$ cat src/rtl/double_dabble_bin2bcd_pkg.sv
// Shared types and width helpers for the binary<->BCD converter pair.
package double_dabble_bin2bcd_pkg;

  typedef enum logic [2:0] {
    IDLE_S              = 3'd0,
    SHIFT_S             = 3'd1,
    CHECK_SHIFT_INDEX_S = 3'd2,
    SUB_S               = 3'd3,
    CHECK_DIGIT_INDEX_S = 3'd4,
    BCD_DONE_S          = 3'd5
  } double_dabble_bcd2bin_state_e;

  // Smallest width able to hold 10**num_digits distinct values.
  function automatic int get_bin_width(input int num_digits);
    longint unsigned p;
    int w;
    p = 1;
    for (int i = 0; i < num_digits; i++) p = p * 10;
    w = 0;
    while ((64'd1 << w) < p) w++;
    return w;
  endfunction

  // Decimal digits needed to print 2**bin_width-1.
  function automatic int get_num_digits(input int bin_width);
    longint unsigned maxv;
    int n;
    maxv = (64'd1 << bin_width) - 64'd1;
    n    = 1;
    while (maxv >= 10) begin
      maxv = maxv / 10;
      n++;
    end
    return n;
  endfunction

endpackage

$ cat src/rtl/double_dabble_bcd2bin_bcd_digit_sub3.sv
// One-digit correction for reverse double dabble: a shifted-in half-ten shows up as 8, must read as 5.
module bcd_digit_sub3 (
  input  logic [3:0] digit_i,
  output logic [3:0] digit_o
);

  assign digit_o = (digit_i >= 4'd8) ? (digit_i - 4'd3) : digit_i;

endmodule

$ cat src/rtl/double_dabble_bcd2bin.sv
// Packed BCD to binary via reverse double dabble, correcting one digit per cycle.
module double_dabble_bcd2bin
  import double_dabble_bin2bcd_pkg::*;
#(
  parameter int NUM_DIGITS = 3
) (
  input  logic                                  clk,
  input  logic                                  rst_n,
  input  logic                                  start_i,
  input  logic [4*NUM_DIGITS-1:0]               bcd_i,
  output logic                                  busy_o,
  output logic                                  done_o,
  output logic [get_bin_width(NUM_DIGITS)-1:0]  bin_o,
  output logic                                  err_o
);

  localparam int BIN_WIDTH = get_bin_width(NUM_DIGITS);
  localparam int BCD_W     = 4 * NUM_DIGITS;
  localparam int CNT_W     = $clog2(BIN_WIDTH + 1);
  localparam int IDX_W     = (NUM_DIGITS > 1) ? $clog2(NUM_DIGITS) : 1;

  double_dabble_bcd2bin_state_e state_q, state_d;
  logic [BCD_W-1:0]     bcd_q, bcd_d;
  logic [BIN_WIDTH-1:0] bin_q, bin_d;
  logic [CNT_W-1:0]     shift_cnt_q, shift_cnt_d;
  logic [IDX_W-1:0]     digit_idx_q, digit_idx_d;
  logic                 done_q, done_d;
  logic [BIN_WIDTH-1:0] bin_out_q, bin_out_d;
  logic                 err_q, err_d;

  logic [NUM_DIGITS-1:0] digit_bad;
  logic [3:0]            digit_sel;
  logic [3:0]            digit_fix;

  generate
    for (genvar gi = 0; gi < NUM_DIGITS; gi++) begin : g_digit_chk
      assign digit_bad[gi] = (bcd_i[4*gi +: 4] > 4'd9);
    end
  endgenerate

  // Single shared corrector; the digit under correction is muxed in by index.
  always_comb begin
    digit_sel = 4'd0;
    for (int i = 0; i < NUM_DIGITS; i++) begin
      if (digit_idx_q == IDX_W'(i)) digit_sel = bcd_q[4*i +: 4];
    end
  end

  bcd_digit_sub3 u_sub3 (
    .digit_i (digit_sel),
    .digit_o (digit_fix)
  );

  always_comb begin
    state_d     = state_q;
    bcd_d       = bcd_q;
    bin_d       = bin_q;
    shift_cnt_d = shift_cnt_q;
    digit_idx_d = digit_idx_q;
    done_d      = 1'b0;
    bin_out_d   = bin_out_q;
    err_d       = err_q;
    case (state_q)
      IDLE_S: begin
        if (start_i) begin
          bcd_d       = bcd_i;
          bin_d       = '0;
          shift_cnt_d = '0;
          err_d       = |digit_bad;
          state_d     = SHIFT_S;
        end
      end
      SHIFT_S: begin
        {bcd_d, bin_d} = {bcd_q, bin_q} >> 1;
        shift_cnt_d    = shift_cnt_q + 1'b1;
        state_d        = CHECK_SHIFT_INDEX_S;
      end
      CHECK_SHIFT_INDEX_S: begin
        if (shift_cnt_q == CNT_W'(BIN_WIDTH)) begin
          state_d = BCD_DONE_S;
        end else begin
          digit_idx_d = '0;
          state_d     = SUB_S;
        end
      end
      SUB_S: begin
        for (int i = 0; i < NUM_DIGITS; i++) begin
          if (digit_idx_q == IDX_W'(i)) bcd_d[4*i +: 4] = digit_fix;
        end
        state_d = CHECK_DIGIT_INDEX_S;
      end
      CHECK_DIGIT_INDEX_S: begin
        if (digit_idx_q == IDX_W'(NUM_DIGITS - 1)) begin
          state_d = SHIFT_S;
        end else begin
          digit_idx_d = digit_idx_q + 1'b1;
          state_d     = SUB_S;
        end
      end
      BCD_DONE_S: begin
        done_d    = 1'b1;
        bin_out_d = err_q ? '0 : bin_q;
        state_d   = IDLE_S;
      end
      default: state_d = IDLE_S;
    endcase
  end

  always_ff @(posedge clk or negedge rst_n) begin
    if (!rst_n) begin
      state_q     <= IDLE_S;
      bcd_q       <= '0;
      bin_q       <= '0;
      shift_cnt_q <= '0;
      digit_idx_q <= '0;
      done_q      <= 1'b0;
      bin_out_q   <= '0;
      err_q       <= 1'b0;
    end else begin
      state_q     <= state_d;
      bcd_q       <= bcd_d;
      bin_q       <= bin_d;
      shift_cnt_q <= shift_cnt_d;
      digit_idx_q <= digit_idx_d;
      done_q      <= done_d;
      bin_out_q   <= bin_out_d;
      err_q       <= err_d;
    end
  end

  assign busy_o = (state_q != IDLE_S);
  assign done_o = done_q;
  assign bin_o  = bin_out_q;
  assign err_o  = err_q;

  // A valid operand must have been fully drained out of the BCD side.
  a_bcd_drained: assert property (@(posedge clk) disable iff (!rst_n)
    (state_q == BCD_DONE_S && !err_q) |-> (bcd_q == '0));

endmodule

$ cat config.mk
export PLATFORM = sky130hd
export DESIGN_NAME = double_dabble_bcd2bin
export DESIGN_NICKNAME = d
export VERILOG_FILES = /design/src/rtl/double_dabble_bin2bcd_pkg.sv /design/src/rtl/double_dabble_bcd2bin_bcd_digit_sub3.sv /design/src/rtl/double_dabble_bcd2bin.sv
export SDC_FILE = /design/constraint.sdc
export NUM_CORES = 1
export LEC_CHECK = 0
export BUFFER_PORTS_ARGS = -buffer_cell sky130_fd_sc_hd__buf_2
export CAP_MARGIN = 15
export CORE_ASPECT_RATIO = 0.8
export CORE_MARGIN = 1
export CORE_UTILIZATION = 57
export CTS_CLUSTER_DIAMETER = 80
export DETAILED_ROUTE_END_ITERATION = 8
export HOLD_SLACK_MARGIN = 0.15
export PLACE_DENSITY = 0.89
export SYNTH_ARGS = -nofsm -noshare
export SYNTH_HDL_FRONTEND = slang
export SYNTH_HIERARCHICAL = 1
export SYNTH_SLANG_ARGS = --single-unit
$ cat constraint.sdc
create_clock -name clk -period 3.2 [get_ports clk]
set_clock_uncertainty 0.15 [all_clocks]
set_input_delay 0.48 -clock clk [delete_from_list [all_inputs] [get_ports clk]]
set_output_delay 0.48 -clock clk [all_outputs]
set_load 0.05 [all_outputs]
==> reports/metrics.csv, run 1 <==
metric;value;unit
seq_area;1080;um^2
multiInputGateArea;1060;um^2
maxSlewHeadroom;37.4;%
r2r-end;bcd_q[5];
ctsLongestPathBuffers;2;
clock_latency;0.30;ns
yosysMostFrequentCell;dfrtp_1;
intPower;0.00152;W
syn-num-nets;257;
timing.rr.start;digit_idx_q[1];
numCtsBuffers;5;
yosys.area.top_type;dfrtp_1;
yosys.area.top_type_share;46.8;%
cts-htree-levels;2;
ir_drop;0.000499;V
min_period;2.74;ns
ys_warn_count;6;
r2r_setup_slack;0.46;ns
layout-drive-gt1-share;17.8;%
p_comb_share;50.4;%
num_vias;1724;
avgSynthCellArea;9.78;um^2
synthCells;235;
endpoint;bcd_q[5];
first_iter_violations;114;
worstPathArrival;2.77;ns
slowest_stage;dfrtp_1;
cts_setup_buffers;0;
crit_fanout;8;
max_stage_delay;0.40;ns
dr.pass1.iters;4;
ys_ff_latch;43;
maxCapViolCount;0;
port_buffers;27;
ios;28;
power_switching;0.00128;W
fillers;307;
antenna_left;0;
finalHoldViolCount;0;
netlist_top_cells_area;dfrtp_1 (47%), mux2i_1 (8.7%), o21ai_0 (4.4%), a22o_1 (4.2%), ha_1 (3.8%);
finalPower;0.00281;W
worstSetupEndpointType;flop;
antenna-diode-count;0;
synthTopCellsByCount;dfrtp_1 (43), nand2_1 (22), mux2i_1 (20), o21ai_0 (20), inv_1 (19);
hp-class;input port to async pin;
power_density;1110;nW/um^2
grt_pass1_wl;7480;um
seq_power_share;34.6;%
syn-cell-area;2300;um^2
pwr-share-clk;15.0;%
via_per_inst;5.51;
status;completed;
hpwl;3170;um
setup_viol;0;
critPathLaunchType;flop;
drt_wl_total;4500;um
worstRegToRegCells;13;
initial_core_util;60.0;%
fp.coreArea;3830;um^2
rsz0062_at_grt;false;
first_global_vias;1553;
power_leakage;1.22;nW
cts_resized;0;
grt_antenna_before_repair;0;
synthArstFlopShare;100;%
power_switching_share;45.8;%
hold_buffers;0;
cts.sink_count;43;
grt_max_degree;44;
die_h;58.8;um
synth_top_flop_cell;dfrtp_1;
worst_pin_slew;0.938;ns
fin_crit_sh;85.7;%
die_x;73.0;um
grt.overflow.total;0;
wl_met2;1970;um
grt_use_total;23.6;%
startpoint;digit_idx_q[1];
die_area;4290;um^2
path_cells;inv_1 > ha_1 > nor2b_1 > a221oi_1 > a21oi_1 > inv_1 > ha_1 > nand2_1 > o21ai_0 > mux2i_1 > nor2_1 > a21oi_1 > mux2i_1;
cts_tree;built;
synth_cell_types;38;
finalMaxSlewViolations;0;
crit_required;3.23;ns
setup_tns;0;ns
fmax;0.365;GHz
place.gp.congestion;0.885;
wire_per_inst;14.4;um
synth_edf_count;0;
dr.max_layer_used;met4;
met1_length;2210;um
post-route-drc-count;0;
ys_seq_area_share;46.8;%
critPathKind;flop to flop;
cts_root_buffer;clkbuf_8;
clk_pin_slew;0.08;ns
wl_met3;231;um
syn_to_final_growth;10.3;%
layout.nets;279;
row_count;20;
==> state kept, by name, summed over array words and instances, names as in the netlist <==
name and count:
bin_o 10, bin_q 10, shift_cnt_q 4, digit_idx_q 2
err_o 1, bcd_q 12, done_o 1, state_q 3
==> critical path, delay by kind of cell (launching register included) <==
| family | cells | cell delay (ns) |
|---|---|---|
| buf+inv | 2 | 0.17 |
| mux | 2 | 0.31 |
| simple gates | 3 | 0.30 |
| flops | 1 | 0.40 |
| fa+ha+maj | 2 | 0.56 |
| compound gates | 4 | 0.73 |
==> worst min-delay path by stage <==
stage                to  slack, ns  cells past startpoint
2_1_floorplan  bcd_q[0]       0.03                      0
3_3_place_gp   bin_o[1]       0.31                      2
3_5_place_dp   bin_o[1]       0.31                      2
4_1_cts        bin_o[3]       0.20                      1
5_1_grt          done_o       0.24                      1
6_report       bin_o[3]       0.17                      1
==> placed cells by master (no fill, tap or decap), types with 4 or more instances in the layout <==
| cell type | n |
|---|---|
| nand2_1 | 22 |
| inv_1 | 19 |
| a22o_1 | 11 |
| mux2i_1 | 20 |
| nor3_1 | 4 |
| dfrtp_1 | 43 |
| nor2_1 | 12 |
| a21oi_1 | 17 |
| clkbuf_8 | 5 |
| ha_1 | 7 |
| o21ai_0 | 20 |
| nand2b_1 | 14 |
| buf_2 | 27 |
==> per-stage QoR <==
step	hold slack [ns]	worst slack, ns	area (um^2)	utilization, %	cells
after floorplan	0.0344	0.871	2300	-	235
after global placement	0.307	0.633	2420	63.2	305
after detailed placement	0.315	0.526	2420	63.2	305
after CTS	0.203	0.487	2530	66.2	313
after global routing	0.238	0.262	2530	66.2	313
final	0.166	0.457	2530	66.2	313
==> area by class of cell <==
| cell class | instances | area share (%) |
|---|---|---|
| sequential | 43 | 42.5 |
| multi-input combinational | 159 | 41.8 |
| timing repair buffer | 28 | 5.63 |
| inverter | 20 | 2.96 |
| clock buffer | 5 | 2.72 |
| tap | 55 | 2.72 |
| clock inverter | 3 | 1.73 |
==> power by group through the flow <==
stage               Sequential (W)  Clock (W)  Combinational, W
global placement          0.000962          0           0.00134
CTS                       0.000965   0.000430           0.00140
detailed placement        0.000973          0           0.00139
finish                    0.000969   0.000422           0.00141
global route              0.000997   0.000452           0.00156
floorplan                 0.000920          0           0.00119
==> logic make-up (layout without fill, tap and decap cells) <==
logic type / after synthesis / after routing / synth area share, %
and+or+nand+nor: 60 / 60 / 12.7
xor gates and xnor gates: 3 / 3 / 1.14
muxes: 23 / 23 / 10.2
AOI/OAI and AO/OA: 66 / 66 / 18.2
buffers and inverters: 33 / 56 / 7.08
DFF: 43 / 43 / 46.8
adders and majority gates: 7 / 7 / 3.81
==> layer usage <==
layer / track usage, % / vias to the layer above
li1: - / 852
met2: 32.7 / 45
met1: 34.7 / 815
met3: 7.02 / 12
met4: 8.96 / 0
met5: 0 / -
Note: power is estimated with default switching activity, not from simulation.
==> run 2, diff against run 1 <==
Settings changed: CELL_PAD_IN_SITES_DETAIL_PLACEMENT set to 0, CELL_PAD_IN_SITES_GLOBAL_PLACEMENT set to 2, CORE_UTILIZATION 57 to 36.
==> run 2 against run 1 <==
Sequential share of layout area down 0.21 points. Setup slack improved by 0.022 ns. Critical path type unchanged. Power shrank 2.0%. Largest power group unchanged. Maximum frequency up 0.80%. Non-clock buffer count stayed put. Largest cell class unchanged. Count of clock-buffer cells in the layout did not move.
==> reports/metrics.csv, run 2 (synthesis results as in run 1) <==
metric;value;unit;change
fp.coreArea;6040;um^2;+58%
fmax;0.367;GHz;+0.80%
status;completed;;
rsz0062_at_grt;false;;
die_h;73.5;um;+25%
top_register;bcd_q;;
largest_reg_flops;12;;unchanged
ir_drop;0.000309;V;-38%
worstSetupEndpointType;flop;;
antenna-diode-count;0;;unchanged
crit_fanout;8;;unchanged
hpwl;3390;um;+7.2%
via_per_inst;5.10;;-7.5%
power_leakage;1.20;nW;-1.4%
post-route-drc-count;0;;unchanged
ctsLongestPathBuffers;2;;unchanged
finalMaxSlewViolations;0;;unchanged
dr.pass1.iters;4;;unchanged
r2r_setup_slack;0.48;ns;+0.02 ns
port_buffers;27;;unchanged
grt_util_met1;23.8;%;-11 points
grt_max_degree;44;;unchanged
fin_util;42.2;%;-24 points
layout.nets;279;;unchanged
grt_pass1_wl;8280;um;+11%
cts.sink_count;43;;unchanged
setup_tns;0;ns;unchanged
grtUsageMet2;23.4;%;-9.3 points
min_period;2.72;ns;-0.0218 ns
layout_commonest_cell;dfrtp_1;;
grt_use_total;16.0;%;-7.6 points
critPathKind;flop to flop;;
grt.overflow.total;0;;unchanged
cts_root_buffer;clkbuf_8;;
die_x;91.3;um;+25%
cts_tree;built;;
crit_required;3.23;ns;about the same
first_iter_violations;141;;+24%
syn_to_final_growth;10.8;%;
finalHoldViolCount;0;;unchanged
place.gp.congestion;0.770;;-13%
met3_usage;3.11;%;-3.9 points
wire_per_inst;14.3;um;-0.22%
place_ws;0.520;ns;-0.00524 ns
ios;28;;unchanged
maxCapViolCount;0;;unchanged
final_area;2550;um^2;+0.49%
critPathLaunchType;flop;;
final_cell_mix;dfrtp_1 (43), buf_2 (27), nand2_1 (22);;
drt_wl_total;4860;um;+8.1%
cts-htree-levels;2;;unchanged
numCtsBuffers;5;;unchanged
maxSlewHeadroom;34.0;%;-3.4 points
first_global_vias;1633;;+5.2%
die_area;6710;um^2;+56%
hold_buffers;0;;unchanged
worst_pin_slew;0.989;ns;+0.0511 ns
setup_viol;0;;unchanged
num_vias;1728;;+0.23%
top_usage_layer;met1;;
cts_setup_buffers;0;;unchanged
fin_crit_sh;85.0;%;-0.68 points
power_density;1080;nW/um^2;-2.5%
layout-drive-gt1-share;17.8;%;unchanged
row_count;25;;+25%
finalPower;0.00275;W;-2.0%
grt_antenna_before_repair;0;;unchanged
clock_latency;0.30;ns;about the same
worstPathArrival;2.75;ns;-0.02 ns
placed_area;2450;um^2;+1.3%
hp-class;input port to async pin;;
initial_core_util;38.1;%;-22 points
antenna_left;0;;unchanged
clk_pin_slew;0.09;ns;about the same
finalWorstSetupSlack;0.479;ns;+0.0218 ns
cts_resized;0;;unchanged
run 2: through the flow:
step                hold WS, ns  instances
finish                    0.183        339
global route              0.269        339
CTS                       0.223        339
detailed placement        0.315        331
global placement          0.309        331
floorplan                0.0344        235
run 2: routing by layer:
layer | up-vias | part of all wire (%)
met4 | 0 | 1.1
met1 | 834 | 53
met3 | 4 | 4.6
li1 | 850 | -
met2 | 40 | 42
met5 | - | 0
run 2: cell type report:
class                   instances  area [um^2]
fillers                       586         3490
repair buffers                 28          143
inverters                      20         75.1
clock buffers                   5         68.8
flip-flops and latches         43         1080
multi-input cells             159         1060
well taps                      81          101
clock inverters                 3         23.8
run 2: worst max-delay path: stages (launching register included):
cell	delay (ns)
dfrtp_1	0.39
inv_1	0.07
ha_1	0.26
nor2b_1	0.18
a221oi_1	0.11
a21oi_1	0.30
inv_1	0.09
ha_1	0.29
nand2_1	0.06
o21ai_0	0.20
mux2i_1	0.22
nor2_1	0.06
a21oi_1	0.11
mux2i_1	0.08
run 2: path summary, 6_finish.rpt:
kind | startpoint | to | depth (start not counted)
min reg2reg | bin_o[7] | bin_o[7] | 2
max reg2reg | digit_idx_q[1] | bcd_q[1] | 13
min in group clk | bcd_i[0] | bcd_q[0] | 3
max | digit_idx_q[1] | bcd_q[1] | 13
min | rst_n | bcd_q[4] | 1
max in group asynchronous | rst_n | bin_q[1] | 1
run 2: report_power, final:
part | switching [W] | leakage [nW] | internal, W | total, W
clock | 0.000211 | 0.0408 | 0.000156 | 0.000368
sequential | 0.000244 | 0.565 | 0.000724 | 0.000968
combinational | 0.000850 | 0.593 | 0.000564 | 0.00141
==> run 3, diff against run 2 <==
Settings changed: PLACE_DENSITY 0.89 to not set, PLACE_DENSITY_LB_ADDON set to 0.3.
==> run 3 against run 2 <==
Sequential share of layout area shrank 0.14 points. Via count shrank 1.8%. First-iteration DRC count shrank 33%. Non-clock buffer count grew 1. Wire length grew 0.66%. Die area is the same. Cell count grew 0.29%. Maximum frequency shrank 3.3%.
==> reports/metrics.csv, run 3 (synthesis results as in run 1) <==
metric;value;unit;change
status;completed;;
power_leakage;1.21;nW;+0.71%
setup_viol;0;;unchanged
dr.pass1.iters;5;;+1
crit_required;3.23;ns;about the same
ir_drop;0.000299;V;-3.2%
grt_antenna_before_repair;0;;unchanged
syn_to_final_growth;11.2;%;
layout.nets;280;;+0.36%
hp-class;input port to async pin;;
first_global_vias;1643;;+0.61%
initial_core_util;38.1;%;unchanged
setup_tns;0;ns;unchanged
hpwl;3500;um;+3.1%
hold_buffers;0;;unchanged
timing.rr.start;digit_idx_q[1];;
place.gp.congestion;0.784;;+1.8%
critPathKind;flop to flop;;
grt_max_degree;44;;unchanged
grt.overflow.total;0;;unchanged
placed_area;2460;um^2;+0.31%
die_area;6710;um^2;unchanged
largest_reg_flops;12;;unchanged
port_buffers;27;;unchanged
worstRegToRegCells;13;;unchanged
top_register;bcd_q;;
maxSlewHeadroom;36.8;%;+2.7 points
ctsLongestPathBuffers;2;;unchanged
critPathLaunchType;flop;;
row_count;25;;unchanged
worst_pin_slew;0.948;ns;-0.0410 ns
layout-drive-gt1-share;18.1;%;+0.32 points
finalMaxSlewViolations;0;;unchanged
cts_resized;0;;unchanged
fin_crit_sh;88.0;%;+2.9 points
layout_commonest_cell;dfrtp_1;;
worstPathArrival;2.84;ns;+0.09 ns
clock_latency;0.30;ns;about the same
crit_fanout;8;;unchanged
cts_setup_buffers;0;;unchanged
worstSetupEndpointType;flop;;
drt_wl_total;4890;um;+0.66%
cts_tree;built;;
min_period;2.82;ns;+0.0936 ns
antenna_left;0;;unchanged
clk_pin_slew;0.09;ns;about the same
cts-htree-levels;2;;unchanged
ios;28;;unchanged
num_vias;1697;;-1.8%
r2r-end;bcd_q[1];;
grt_use_total;16.9;%;+0.95 points
cts.sink_count;43;;unchanged
grt_pass1_wl;8570;um;+3.5%
fp.coreArea;6040;um^2;unchanged
first_iter_violations;95;;-33%
final_cell_mix;dfrtp_1 (43), buf_2 (27), nand2_1 (22);;
antenna-diode-count;0;;unchanged
numCtsBuffers;5;;unchanged
cts_root_buffer;clkbuf_8;;
wire_per_inst;14.4;um;+0.36%
final_area;2550;um^2;+0.34%
post-route-drc-count;0;;unchanged
via_per_inst;4.99;;-2.1%
finalHoldViolCount;0;;unchanged
power_density;1080;nW/um^2;+0.15%
die_h;73.5;um;unchanged
maxCapViolCount;0;;unchanged
r2r_setup_slack;0.38;ns;-0.09 ns
rsz0062_at_grt;false;;
fmax;0.355;GHz;-3.3%
die_x;91.3;um;unchanged
==> run 3: cell types whose count changed in the layout (fill, tap and decap cells not counted) <==
cell        previous run  this run
buf_4                  1         2
clkinv_4               0         2
clkinvlp_4             2         1
inv_6                  1         0
==> run 3: worst max-delay path by stage <==
stage                     endpoint  depth (start not counted)  slack (ns)           start
after floorplan           bcd_q[1]                         13        0.87  digit_idx_q[1]
after global placement    bcd_q[9]                         13        0.51  digit_idx_q[1]
after detailed placement  bcd_q[5]                         13        0.47  digit_idx_q[1]
after CTS                 bcd_q[5]                         13        0.46  digit_idx_q[1]
after global routing      bcd_q[9]                         13        0.19  digit_idx_q[1]
final                     bcd_q[1]                         13        0.38  digit_idx_q[1]
==> run 3: worst max-delay path, cell delays in order (launching register included) <==
cell      delay [ns]
dfrtp_1         0.38
inv_1           0.07
ha_1            0.27
nor2b_1         0.17
a221oi_1        0.10
a21oi_1         0.32
inv_1           0.10
ha_1            0.30
nand2_1         0.07
o21ai_0         0.25
mux2i_1         0.24
nor2_1          0.07
a21oi_1         0.12
mux2i_1         0.08
==> run 3: power breakdown <==
part	internal (W)	switching (W)	leakage, nW
Combinational	0.000567	0.000910	0.598
Clock	0.000156	0.000205	0.0443
Sequential	0.000725	0.000201	0.565
Total	0.00145	0.00132	1.21
==> run 3: metrics by stage <==
stage | hold WS, ns | instances | util, % | power (W) | worst slack (ns)
after detailed placement | 0.316 | 332 | 40.8 | 0.00241 | 0.468
after CTS | 0.211 | 340 | 42.3 | 0.00278 | 0.457
after global placement | 0.312 | 332 | 40.8 | 0.00242 | 0.513
after global routing | 0.254 | 340 | 42.3 | 0.00303 | 0.191
after floorplan | 0.0344 | 235 | - | 0.00211 | 0.871
final | 0.162 | 340 | 42.3 | 0.00276 | 0.385
==> run 3: area by class of cell <==
| class | count | area (um^2) |
|---|---|---|
| repair buffers | 29 | 150 |
| fillers | 621 | 3480 |
| inverters | 20 | 75.1 |
| well taps | 81 | 101 |
| multi-input cells | 159 | 1060 |
| flip-flops and latches | 43 | 1080 |
| clock buffers | 5 | 68.8 |
| clock inverters | 3 | 25.0 |
==> run 3: routing by layer <==
metal / routed length, um / track usage, %
met3: 218 / 3.11
met2: 1890 / 22.1
met5: 0 / 0
met1: 2730 / 27.0
met4: 56 / 6.35
